==> config.mk <==
export PLATFORM = sky130hd
export DESIGN_NAME = led_pattern_engine
export DESIGN_NICKNAME = d
export VERILOG_FILES = /design/src/rtl/led_pattern_engine.sv
export SDC_FILE = /design/constraint.sdc
export NUM_CORES = 1
export LEC_CHECK = 0
export ABC_CLOCK_PERIOD_IN_PS = 6420
export BUFFER_PORTS_ARGS = -buffer_cell sky130_fd_sc_hd__buf_2
export CAP_MARGIN = 20
export CELL_PAD_IN_SITES_DETAIL_PLACEMENT = 1
export CELL_PAD_IN_SITES_GLOBAL_PLACEMENT = 2
export CORE_MARGIN = 1
export CORE_UTILIZATION = 38
export DETAILED_ROUTE_END_ITERATION = 8
export PLACE_DENSITY = 0.89
export REMOVE_ABC_BUFFERS = 1
export SLEW_MARGIN = 10
export SYNTH_ARGS = -nofsm -noshare
export SYNTH_HDL_FRONTEND = slang
export SYNTH_SLANG_ARGS = --single-unit
export TNS_END_PERCENT = 50
==> constraint.sdc <==
create_clock -name clk_in -period 6.42 [get_ports clk_in]
set_clock_uncertainty 0.1 [all_clocks]
set_input_delay 0.642 -clock clk_in [delete_from_list [all_inputs] [get_ports clk_in]]
set_output_delay 0.642 -clock clk_in [all_outputs]
set_load 0.01 [all_outputs]
==> src/rtl/led_pattern_engine.sv <==
// LED bar pattern generator: bounce, rotate left/right and fill/drain modes
// with a programmable step prescaler, run/hold enable and end-of-sweep pulse.
module led_pattern_engine #(
    parameter int WIDTH = 8,
    parameter int BLK   = 2,
    parameter int DIV_W = 20
) (
    input  logic             clk_in,
    input  logic             reset,
    input  logic             en,
    input  logic [1:0]       mode,
    input  logic [DIV_W-1:0] speed,
    output logic [WIDTH-1:0] led_out,
    output logic             dir,
    output logic             end_pulse
);

    typedef enum logic [1:0] {
        MODE_BOUNCE = 2'b00,
        MODE_ROT_L  = 2'b01,
        MODE_ROT_R  = 2'b10,
        MODE_FILL   = 2'b11
    } mode_t;

    localparam logic [WIDTH-1:0] BLK_LSB  = {{(WIDTH-BLK){1'b0}}, {BLK{1'b1}}};
    localparam logic [WIDTH-1:0] BLK_MSB  = {{BLK{1'b1}}, {(WIDTH-BLK){1'b0}}};
    localparam logic [WIDTH-1:0] ALL_ONES = {WIDTH{1'b1}};
    localparam logic [WIDTH-1:0] ONE_LED  = {{(WIDTH-1){1'b0}}, 1'b1};
    localparam logic [DIV_W-1:0] ONE_CNT  = {{(DIV_W-1){1'b0}}, 1'b1};

    // Contiguous BLK-wide block anywhere on the bar (bounce reachable set).
    function automatic logic is_block(input logic [WIDTH-1:0] v);
        logic hit;
        hit = 1'b0;
        for (int p = 0; p <= WIDTH - BLK; p++) begin
            if (v == (BLK_LSB << p)) begin
                hit = 1'b1;
            end
        end
        return hit;
    endfunction

    // Any circular rotation of the block (rotate reachable set, both directions).
    function automatic logic is_ring(input logic [WIDTH-1:0] v);
        logic             hit;
        logic [WIDTH-1:0] t;
        hit = 1'b0;
        t   = BLK_LSB;
        for (int p = 0; p < WIDTH; p++) begin
            if (v == t) begin
                hit = 1'b1;
            end
            t = {t[WIDTH-2:0], t[WIDTH-1]};
        end
        return hit;
    endfunction

    // Ones packed against the LSB (2^k - 1), the shape seen while filling.
    function automatic logic is_therm_lsb(input logic [WIDTH-1:0] v);
        return ((v & (v + ONE_LED)) == {WIDTH{1'b0}});
    endfunction

    function automatic logic [WIDTH-1:0] start_led(input mode_t m);
        case (m)
            MODE_BOUNCE: return BLK_MSB;
            MODE_ROT_L:  return BLK_LSB;
            MODE_ROT_R:  return BLK_MSB;
            MODE_FILL:   return {WIDTH{1'b0}};
            default:     return BLK_MSB;
        endcase
    endfunction

    mode_t             mode_r;
    logic [DIV_W-1:0]  cnt_r;

    mode_t             mode_s;
    logic [DIV_W-1:0]  cnt_s;
    logic [WIDTH-1:0]  led_s;
    logic              dir_s;
    logic              pulse_s;

    logic [WIDTH-1:0]  step_led_s;
    logic              step_dir_s;
    logic              step_pulse_s;
    logic [WIDTH-1:0]  shift_s;

    // Pattern after one step in the current mode; unreachable values reload the start state.
    always_comb begin
        step_led_s   = start_led(mode_r);
        step_dir_s   = (mode_r == MODE_ROT_R) ? 1'b1 : 1'b0;
        step_pulse_s = 1'b0;
        shift_s      = {WIDTH{1'b0}};
        case (mode_r)
            MODE_BOUNCE: begin
                if (is_block(led_out)) begin
                    shift_s    = dir ? {led_out[WIDTH-2:0], 1'b0} : {1'b0, led_out[WIDTH-1:1]};
                    step_led_s = shift_s;
                    if ((!dir && shift_s == BLK_LSB) || (dir && shift_s == BLK_MSB)) begin
                        step_dir_s   = ~dir;
                        step_pulse_s = 1'b1;
                    end else begin
                        step_dir_s   = dir;
                    end
                end else begin
                    step_dir_s = 1'b0;
                end
            end
            MODE_ROT_L: begin
                if (is_ring(led_out)) begin
                    step_led_s   = {led_out[WIDTH-2:0], led_out[WIDTH-1]};
                    step_pulse_s = (step_led_s == BLK_LSB);
                end else begin
                    step_pulse_s = 1'b0;
                end
            end
            MODE_ROT_R: begin
                if (is_ring(led_out)) begin
                    step_led_s   = {led_out[0], led_out[WIDTH-1:1]};
                    step_pulse_s = (step_led_s == BLK_MSB);
                end else begin
                    step_pulse_s = 1'b0;
                end
            end
            MODE_FILL: begin
                // Drain shapes are ones packed against the MSB, i.e. the complement fills from the LSB.
                if (dir ? is_therm_lsb(~led_out) : is_therm_lsb(led_out)) begin
                    step_led_s = {led_out[WIDTH-2:0], ~dir};
                    step_dir_s = dir;
                    if (!dir && step_led_s == ALL_ONES) begin
                        step_dir_s   = 1'b1;
                        step_pulse_s = 1'b1;
                    end else if (dir && step_led_s == {WIDTH{1'b0}}) begin
                        step_dir_s   = 1'b0;
                        step_pulse_s = 1'b1;
                    end else begin
                        step_pulse_s = 1'b0;
                    end
                end else begin
                    step_dir_s = 1'b0;
                end
            end
            default: begin
                step_led_s = BLK_MSB;
                step_dir_s = 1'b0;
            end
        endcase
    end

    // Mode re-sync has priority over stepping; the prescaler terminal (cnt >= speed) triggers a step.
    always_comb begin
        mode_s  = mode_r;
        cnt_s   = cnt_r;
        led_s   = led_out;
        dir_s   = dir;
        pulse_s = 1'b0;
        if (mode_t'(mode) != mode_r) begin
            mode_s = mode_t'(mode);
            cnt_s  = {DIV_W{1'b0}};
            led_s  = start_led(mode_t'(mode));
            dir_s  = (mode_t'(mode) == MODE_ROT_R) ? 1'b1 : 1'b0;
        end else if (en) begin
            if (cnt_r >= speed) begin
                cnt_s   = {DIV_W{1'b0}};
                led_s   = step_led_s;
                dir_s   = step_dir_s;
                pulse_s = step_pulse_s;
            end else begin
                cnt_s   = cnt_r + ONE_CNT;
            end
        end else begin
            cnt_s = cnt_r;
        end
    end

    // State and output registers.
    always_ff @(posedge clk_in or posedge reset) begin
        if (reset) begin
            mode_r    <= MODE_BOUNCE;
            cnt_r     <= {DIV_W{1'b0}};
            led_out   <= BLK_MSB;
            dir       <= 1'b0;
            end_pulse <= 1'b0;
        end else begin
            mode_r    <= mode_s;
            cnt_r     <= cnt_s;
            led_out   <= led_s;
            dir       <= dir_s;
            end_pulse <= pulse_s;
        end
    end

endmodule

# Yosys cells after proc, flatten, opt, wreduce, memory -nomap -nowiden
# Cells that the tools add are included.
[totals]
register_bits = 32
output_inout_bits = 10
wordCells = 99
[classes]
add_sub_neg = 3
n_lt_le_gt_ge = 1
n_eq_ne = 22
mux = 48
n_bitwise = 4
n_reduce_logical = 16
[op_table]
columns = ["cell", "count"]
rows = [
  ["$mux 8", 8],
  ["$mux 20", 3],
  ["$eq 8x8->1 const B", 5],
  ["$mux 1", 32],
  ["$pmux 8 s4", 1],
  ["$eq 8x2->1 const B", 3],
  ["$logic_not 8->1", 3],
  ["$pmux 8 s3", 1],
  ["$add 20x1->20 const B", 1],
  ["$ge 20x20->1", 1],
  ["$add 8x1->8 const B", 2],
  ["$and 8x8->8", 2],
  ["$pmux 8 s2", 1],
  ["$eq 2x2->1 const B", 4],
  ["$eq 8x3->1 const B", 1],
  ["$eq 8x4->1 const B", 1],
  ["$eq 8x5->1 const B", 1],
  ["$eq 8x6->1 const B", 1],
  ["$eq 8x7->1 const B", 1],
  ["$not 8->8", 1],
  ["$ne 5x5->1 const B", 1],
  ["$eq 2x1->1 const B", 2],
  ["$logic_and 1x1->1", 4],
  ["$logic_not 2->1", 2],
  ["other kinds (11)", 12],
]

# Depth between registers and ports, before layout
# Gate-level depths: netlist (run 1).
[depth]
word_depth = 15
depth_mapped = 11

# Least setup slack after synthesis (run 1)
# No wires, ideal clock.
[synth_path]
path_kind = "input to register"
startpoint = "input port speed[18]"
endpoint = "register led_out[0]"
setup_ns = 0.125
arrival_time_ns = 2.584
t_required_ns = 6.195
path_slack_ns = 3.612
cell_stages = 10
path_buffers = 1
cell_sequence = "inv_1 > ha_1 > a21o_1 > a211oi_2 > or4b_1 > a21oi_1 > a2111o_1 > buf_4 > nand2_2 > mux2_2"
[synth_via]
elab_chain_cells = 3
[synth_rtl]
columns = ["item", "line", "source"]
rows = [
  ["from (decl)", "12", "input logic [DIV_W-1:0] speed,"],
  ["$ge 20x20->1", "162", "if (cnt_r >= speed) begin"],
  ["$reduce_bool 2->1 (no source line)", "--", ""],
  ["$reduce_and 2->1 (no source line)", "--", ""],
  ["to (signal assigned)", "186", "led_out <= led_s;"],
  ["to (decl)", "13", "output logic [WIDTH-1:0] led_out,"],
]
# Every way passes these cells.
# A chain may end at the register's enable or synchronous reset.

# Worst setup path in the final report (run 1)
# Same ends and word-level chain as after synthesis.

==> results of run 1 <==
==> layout by cell type, fill, tap and decap left out, types with 3 or more instances in the layout <==
cell	count
nor2_1	35
a211oi_1	5
nand3_1	14
mux2i_1	5
inv_1	34
o21ai_0	20
o21a_1	4
xnor2_1	3
a21oi_1	15
a221o_1	4
and4_1	4
nand4_1	7
dfrtp_1	30
nor2b_1	4
buf_2	34
nand2_1	19
ha_1	25
a21o_1	3
and3_1	4
nor3_1	4
o211ai_1	3
nand2b_1	5
o22ai_1	4
clkbuf_8	5
a221oi_1	5
xor2_1	18
a2111oi_0	4
or3_1	3
==> routing by layer <==
layer	global-route usage [%]	routed length, µm	vias up
li1	-	-	1304
met1	30.4	3770	1326
met2	34.2	3680	60
met3	3.75	381	7
met4	3.46	34	0
met5	0	0	-
==> flip-flops by register name (all words and copies together) (netlist names) <==
| signal | count |
|---|---|
| dir | 1 |
| end_pulse | 1 |
| mode_r | 2 |
| led_out | 8 |
| cnt_r | 20 |
==> worst max-delay path by stage <==
stage	from	to	slack [ps]	cells past startpoint
floorplan	speed[18]	led_out[0]	3380	9
global placement	speed[18]	led_out[0]	3050	10
detailed placement	speed[18]	led_out[0]	2960	10
CTS	speed[18]	led_out[0]	3260	10
global route	speed[18]	led_out[0]	3020	10
finish	speed[18]	led_out[0]	3260	10
==> per-stage QoR <==
stage | util (%) | instance area, µm² | worst slack (ps)
after detailed placement | 42.5 | 3120 | 2960
after CTS | 44.0 | 3230 | 3260
final | 44.0 | 3230 | 3260
after floorplan | - | 2810 | 3380
after global placement | 42.5 | 3120 | 3050
after global routing | 44.0 | 3230 | 3020
==> where the power goes <==
part	switching (W)	internal (W)	leakage, nW
logic	0.0000737	0.0000482	0.979
registers	0.0000204	0.000208	0.432
clock network	0.0000815	0.000115	0.0541
==> final cells by class <==
| cell class | instances | area share (%) |
|---|---|---|
| Inverter | 35 | 4.07 |
| Tap cell | 99 | 3.84 |
| Clock inverter | 3 | 1.32 |
| Sequential cell | 32 | 24.9 |
| Timing Repair Buffer | 36 | 5.74 |
| Clock buffer | 5 | 2.13 |
| Multi-Input combinational cell | 263 | 58.0 |
==> cells by family after synthesis <==
| kind of cell | after synthesis | share of synthesized area, % |
|---|---|---|
| adder cells (fa/ha/maj) | 25 | 10.7 |
| XOR/XNOR | 21 | 6.30 |
| buffers and inverters | 55 | 8.28 |
| AND/OR/NAND/NOR | 117 | 21.4 |
| multiplexers | 7 | 2.49 |
| AO/OA/AOI/OAI | 93 | 23.3 |
| flip-flops | 32 | 27.5 |
==> tightest hold or removal path, stage by stage <==
cell	delay (ps)
buf_2	100
inv_1	40
buf_4	360
==> impl_metrics.json, run 1 <==
{
  "synth_area_mm2": 0.00292,
  "clockBufferDepth": 2,
  "num_antenna_cells": 0,
  "h-tree-depth": 2,
  "grt_max_degree": 33,
  "grt_pass1_vias": 2677,
  "cts-buffers-inserted": 5,
  "fmax_mhz": 316,
  "dp_hpwl_um": 5940,
  "row_count": 31,
  "p_leak_nw": 1.46,
  "ir_drop_uv": 124,
  "worst_pin_slew_ps": 1080,
  "cp.required_ps": 6490,
  "ant_nets": 0,
  "fin_crit_sh_pct": 49.2,
  "fill_cells": 912,
  "vias_per_cell": 5.70,
  "layout.nets": 423,
  "place_congestion": 0.842,
  "grt_first_pass_wirelength_um": 13100,
  "initialDrtViolationCount": 150,
  "cts-resized-gates": 0,
  "startpoint_type": "primary input",
  "ios": 35,
  "clk_pin_slew_worst_paths_ps": 70,
  "finalSetupViolations": 0,
  "r2r-end": "led_out[0]",
  "seqCellArea_um2": 803,
  "reg2reg_depth": 8,
  "ys_seq_area_share_pct": 27.5,
  "yosys_register_bits": 32,
  "min_period_ps": 3160,
  "coreArea_mm2": 0.00733,
  "final_cells": 473,
  "synth.top_cell.area_share_pct": 25.7,
  "slowest_delay_ps": 470,
  "num_vias": 2697,
  "path_delay_family": "compound AO/OA/AOI/OAI gates",
  "initial_utilization_pct": 39.8,
  "status": "completed",
  "synth_area_leader_cell": "dfrtp_1",
  "setup_tns_ps": 0,
  "postCtsHoldBufs": 0,
  "areaGrowthSynthToFinish_pct": 10.6,
  "netlist_instances": 350,
  "cp-end-kind": "flop",
  "antenna_found_initial": 0,
  "async_flop_share_pct": 100,
  "numPortBuffers": 34,
  "slew_headroom_pct": 27.3,
  "grt.total_usage_pct": 21.3,
  "clock-sinks": 32,
  "root_buffer": "clkbuf_8",
  "routed_wl_um": 7860,
  "grt_setup_unrepaired": "false",
  "r2r_slack_ps": 3310,
  "ys.flop_type": "dfrtp_1",
  "cp_num_buf_inv": 2,
  "yosysUniqueCellTypes": 71,
  "synth_area_leaders": "dfrtp_1 26%, ha_1 11%, xor2_1 5.4%",
  "post_cts_buffers": 0,
  "synthTopCellsByCount": "35 x nor2_1, 34 x inv_1, 30 x dfrtp_1, 25 x ha_1, 20 x o21ai_0",
  "dp.cells": 465,
  "die_area_mm2": 0.00803,
  "cts_tree": "done",
  "die_h_um": 89.6,
  "hp-class": "in -> async",
  "post-route-drc-count": 0,
  "critical_path_class": "in -> reg",
  "wl_per_cell_um": 16.6,
  "path_cells": "buf_2, inv_1, ha_1, a21o_1, a211oi_2, or4b_1, a21oi_1, a2111o_1, nand2_2, mux2_2",
  "power.total_w": 0.000547,
  "insertion_delay_ps": 290,
  "maxCapViolCount": 0,
  "multi_input_area_mm2": 0.00187,
  "synth_most_common_cell": "nor2_1",
  "power_density_mw_per_mm2": 169,
  "slew_viol_final": 0,
  "yosys_warnings": 0,
  "avgSynthCellArea_um2": 8.34,
  "drive_gt1_share_pct": 16.3,
  "whs_ps": 328,
  "overflow": 0,
  "r2r_start": "cnt_r[18]",
  "finalHoldViolations": 0,
  "firstDrtPassIters": 4,
  "die_x_um": 89.6,
  "cpMaxStageDelayCell": "or4b_1",
  "synth_edf_count": 0,
  "cp.arrival_ps": 3230,
  "path_max_fanout": 22
}
(Power assumes the default switching activity.)
==> run 2: changes to the inputs <==
Settings changed: ABC_CLOCK_PERIOD_IN_PS 6420 to 2650, CORE_UTILIZATION 38 to 32, PLACE_DENSITY 0.89 to 0.81.
Clock period 6.42 ns to 2.65 ns, I/O delays scaled along.
==> impl_metrics.json, run 2 (synthesized netlist as in run 1, its figures left out) <==
{
  "num_vias": 2820,
  "cts-buffers-inserted": 5,
  "pwr-share-clk_pct": 34.7,
  "initialDrtViolationCount": 117,
  "overflow": 0,
  "finalHoldViolations": 0,
  "cts_tree": "done",
  "coreArea_mm2": 0.00876,
  "dp_hpwl_um": 7030,
  "power_density_mw_per_mm2": 387,
  "regMostFlops": "cnt_r",
  "layout.nets": 459,
  "swShare_pct": 32.2,
  "initial_utilization_pct": 33.3,
  "place_congestion": 0.827,
  "hp-class": "in -> reg",
  "clockBufferDepth": 2,
  "ant_nets": 0,
  "cp.arrival_ps": 2680,
  "cp.required_ps": 2720,
  "h-tree-depth": 2,
  "fill_cells": 1071,
  "vias_per_cell": 5.44,
  "row_count": 34,
  "root_buffer": "clkbuf_8",
  "finalSetupViolations": 0,
  "largest_reg_flops": 20,
  "grt_setup_unrepaired": "true",
  "layout_commonest_cell": "buf_4",
  "cp-end-kind": "flop",
  "postLayoutCellArea_mm2": 0.00358,
  "routed_wl_um": 9010,
  "clk_pin_slew_worst_paths_ps": 70,
  "final_core_util_pct": 40.8,
  "biggestRegsByFlops": "cnt_r (20), led_out (8), mode_r (2)",
  "num_antenna_cells": 0,
  "wl_per_cell_um": 17.4,
  "fin_crit_sh_pct": 98.6,
  "fmax_mhz": 383,
  "slew_headroom_pct": 57.1,
  "numPortBuffers": 34,
  "post-route-drc-count": 0,
  "layout_common_cells": "36 x buf_4, 34 x inv_1, 34 x buf_2",
  "grt_pass1_vias": 3062,
  "ios": 35,
  "path_max_fanout": 8,
  "pwr-share-seq_pct": 38.3,
  "antenna_found_initial": 0,
  "reg2reg_depth": 9,
  "die_h_um": 97.5,
  "p_switching_w": 0.000446,
  "p_leak_nw": 1.66,
  "firstDrtPassIters": 4,
  "grt.total_usage_pct": 20.0,
  "placed_area_mm2": 0.00339,
  "worst_pin_slew_ps": 642,
  "maxCapViolCount": 0,
  "comb_power_share_pct": 27.0,
  "slew_viol_final": 0,
  "critical_path_class": "reg -> reg",
  "clock-sinks": 32,
  "grt_max_degree": 18,
  "p_int_w": 0.000939,
  "layout_setup_ws_ps": 37.3,
  "areaGrowthSynthToFinish_pct": 22.7,
  "min_period_ps": 2610,
  "drive_gt1_share_pct": 25.6,
  "status": "completed",
  "die_area_mm2": 0.00950,
  "die_x_um": 97.5,
  "hold_path_depth": 1,
  "ir_drop_uv": 274,
  "grt_first_pass_wirelength_um": 15300,
  "whs_ps": 35.7,
  "place_ws_ps": -60.0,
  "insertion_delay_ps": 290,
  "startpoint_type": "flop"
}
## run 2: changes by cell type in the layout (fill, tap and decap cells not counted), moves of 2 or more
cell and change:
a211oi_1 -2, a211oi_2 +2, buf_4 +34, nor2_1 -2
nor2_2 +2, o21ai_0 -3, o21ai_1 +3
## run 2: path summary, 6_finish.rpt
path,start,to,slack [ps]
worst min-delay path,mode[1],mode_r[1],40
worst max-delay path,cnt_r[18],dir,40
worst min register to register,cnt_r[19],cnt_r[19],460
worst max register to register,cnt_r[18],dir,40
min in group asynchronous,reset,led_out[1],530
max in group asynchronous,reset,cnt_r[17],1240
## run 2: critical path, stage by stage (launching register included)
cell	delay, ps
dfrtp_1	410
ha_4	230
a21o_1	180
a211oi_2	220
or4b_4	510
a21oi_4	150
a2111o_1	210
buf_12	140
nor2_2	40
a221o_1	300
## run 2: per-stage QoR
stage	cells	setup TNS [ps]	total power, W
after floorplan	330	-98.9	0.000745
after global placement	507	0	0.000890
after detailed placement	507	-117	0.000902
after CTS	516	0	0.00138
after global routing	518	-143	0.00146
final	518	0	0.00138
## run 2: area by class of cell
type | count | area [µm²] | area share, %
clock inverter | 2 | 35.0 | 0.979
timing repair buffer | 72 | 470 | 13.1
sequential | 32 | 803 | 22.4
clock buffer | 6 | 72.6 | 2.03
tap | 108 | 135 | 3.77
inverter | 35 | 131 | 3.67
multi-input combinational | 263 | 1930 | 54.0
## run 2: repair_timing
action,CTS,global route
gates cloned,0,0
hold buffers,1,0
gates resized for setup,5,10
pin swaps,1,7
buffers inserted,0,2
setup endpoints to repair,15,24
endpoints found under the hold margin,13,0
## run 2: power groups by stage
stage	Combinational, W	Clock [W]	Sequential, W
floorplan	0.000197	0	0.000547
CTS	0.000367	0.000486	0.000531
global route	0.000413	0.000512	0.000534
global placement	0.000350	0	0.000540
finish	0.000374	0.000480	0.000531
detailed placement	0.000361	0	0.000541
## run 2: routing by layer
layer,track usage [%],wire [µm]
met1,26.0,4110
met3,2.45,161
met2,34.4,4580
met4,6.56,158
met5,0,0
==> run 3: changes to the inputs <==
Settings changed: ABC_CLOCK_PERIOD_IN_PS 2650 to 3250, CORE_UTILIZATION 32 to 38, PLACE_DENSITY 0.81 to 0.89.
Clock period 2.65 ns to 3.25 ns, I/O delays scaled along.
==> impl_metrics.json, run 3 (synthesized netlist as in run 1, its figures left out) <==
{
  "layout_setup_ws_ps": 372,
  "grt_setup_unrepaired": "false",
  "clockBufferDepth": 2,
  "path_max_fanout": 17,
  "ios": 35,
  "ir_drop_uv": 183,
  "biggestRegsByFlops": "cnt_r (20), led_out (8), mode_r (2)",
  "slew_viol_final": 0,
  "h-tree-depth": 2,
  "critical_path_class": "reg -> reg",
  "cpMaxStageDelayCell": "or4b_1",
  "p_leak_nw": 1.50,
  "layout.nets": 430,
  "wl_per_cell_um": 16.7,
  "layout_common_cells": "35 x nor2_1, 34 x inv_1, 34 x buf_2",
  "fill_cells": 902,
  "cts-buffers-inserted": 5,
  "cp.required_ps": 3360,
  "startpoint_type": "flop",
  "areaGrowthSynthToFinish_pct": 12.4,
  "cp-end-kind": "flop",
  "r2r_slack_ps": 370,
  "root_buffer": "clkbuf_8",
  "dp_hpwl_um": 6180,
  "fin_crit_sh_pct": 88.6,
  "clk_pin_slew_worst_paths_ps": 90,
  "post-route-drc-count": 0,
  "cp.arrival_ps": 2990,
  "place_congestion": 0.822,
  "die_x_um": 89.6,
  "grt_pass1_vias": 2604,
  "pwr-share-seq_pct": 40.1,
  "hp-class": "in -> async",
  "setup_tns_ps": 0,
  "vias_per_cell": 5.59,
  "clock-sinks": 32,
  "largest_reg_flops": 20,
  "numPortBuffers": 34,
  "p_switching_w": 0.000358,
  "finalSetupViolations": 0,
  "status": "completed",
  "swShare_pct": 32.5,
  "slew_headroom_pct": 37.8,
  "grt_use_met3_pct": 3.02,
  "regMostFlops": "cnt_r",
  "reg2reg_depth": 9,
  "pwr-share-clk_pct": 36.1,
  "coreArea_mm2": 0.00733,
  "row_count": 31,
  "die_area_mm2": 0.00803,
  "cts-resized-gates": 0,
  "place_ws_ps": 349,
  "grt_first_pass_wirelength_um": 12900,
  "num_vias": 2681,
  "min_period_ps": 2880,
  "postCtsHoldBufs": 0,
  "whs_ps": 9.61,
  "r2r_start": "cnt_r[18]",
  "grt.total_usage_pct": 21.1,
  "maxCapViolCount": 0,
  "finalHoldViolations": 0,
  "power.total_w": 0.00110,
  "drive_gt1_share_pct": 17.8,
  "routed_wl_um": 8030,
  "firstDrtPassIters": 4,
  "r2r-end": "cnt_r[7]",
  "initial_utilization_pct": 39.8,
  "busiest_layer": "met2",
  "path_cells": "ha_1, a21o_1, a211oi_2, or4b_1, a21oi_1, a2111o_1, nand2_2, buf_4, nor2_1",
  "ant_nets": 0,
  "num_antenna_cells": 0,
  "post_cts_buffers": 0,
  "slowest_delay_ps": 470,
  "power_density_mw_per_mm2": 336,
  "comb_power_share_pct": 23.8,
  "fmax_mhz": 347,
  "insertion_delay_ps": 300,
  "grt_max_degree": 33,
  "worst_pin_slew_ps": 927,
  "overflow": 0,
  "die_h_um": 89.6,
  "layout_commonest_cell": "nor2_1",
  "antenna_found_initial": 0,
  "p_int_w": 0.000743,
  "initialDrtViolationCount": 107,
  "met1_usage_pct": 29.9,
  "cts_tree": "done",
  "met2_usage_pct": 34.3
}
==> run 3: how the worst max path moves through the flow <==
stage                  to      start  cells after the start  slack [ps]
2_1_floorplan  led_out[0]  cnt_r[18]                      8         500
3_3_place_gp     cnt_r[8]  speed[18]                     11         440
3_5_place_dp    cnt_r[18]  speed[18]                     11         350
4_1_cts          cnt_r[7]  cnt_r[18]                      9         350
5_1_grt         cnt_r[18]  cnt_r[18]                      9         210
6_report         cnt_r[7]  cnt_r[18]                      9         370
==> run 3: critical path: cells and delay by family (launching register included) <==
kind                       cells  cell delay (ps)
buffers and inverters          1              230
DFF                            1              420
and+or+nand+nor                3              760
adders and majority gates      1              300
AOI/OAI and AO/OA              4              990
==> run 3: stage by stage <==
stage	util, %	cell area [µm²]	std cells
finish	44.8	3280	480
global route	44.8	3280	480
CTS	44.8	3280	480
detailed placement	43.2	3170	472
global placement	43.2	3170	472
floorplan	-	2810	330
==> run 3: per-layer routing <==
metal | routed length [µm] | vias to the layer above
li1 | - | 1313
met1 | 4040 | 1323
met2 | 3740 | 38
met3 | 179 | 7
met4 | 67 | 0
met5 | 0 | -
==> run 3: area by class of cell <==
type                            instances  area [µm²]  area share, %
Timing Repair Buffer                   43         238           7.25
Sequential cell                        32         803           24.5
Tap cell                               99         124           3.78
Multi-Input combinational cell        263        1870           57.1
Clock inverter                          3        42.5           1.30
Inverter                               35         131           4.00
Clock buffer                            5        68.8           2.10
==> run 3: power by group through the flow <==
| stage | clock (W) | combinational [W] | sequential [W] |
|---|---|---|---|
| 3_5_place_dp | 0 | 0.000259 | 0.000448 |
| 3_3_place_gp | 0 | 0.000254 | 0.000448 |
| 6_report | 0.000397 | 0.000262 | 0.000442 |
| 4_1_cts | 0.000410 | 0.000261 | 0.000441 |
| 5_1_grt | 0.000427 | 0.000289 | 0.000444 |
| 2_1_floorplan | 0 | 0.000161 | 0.000446 |
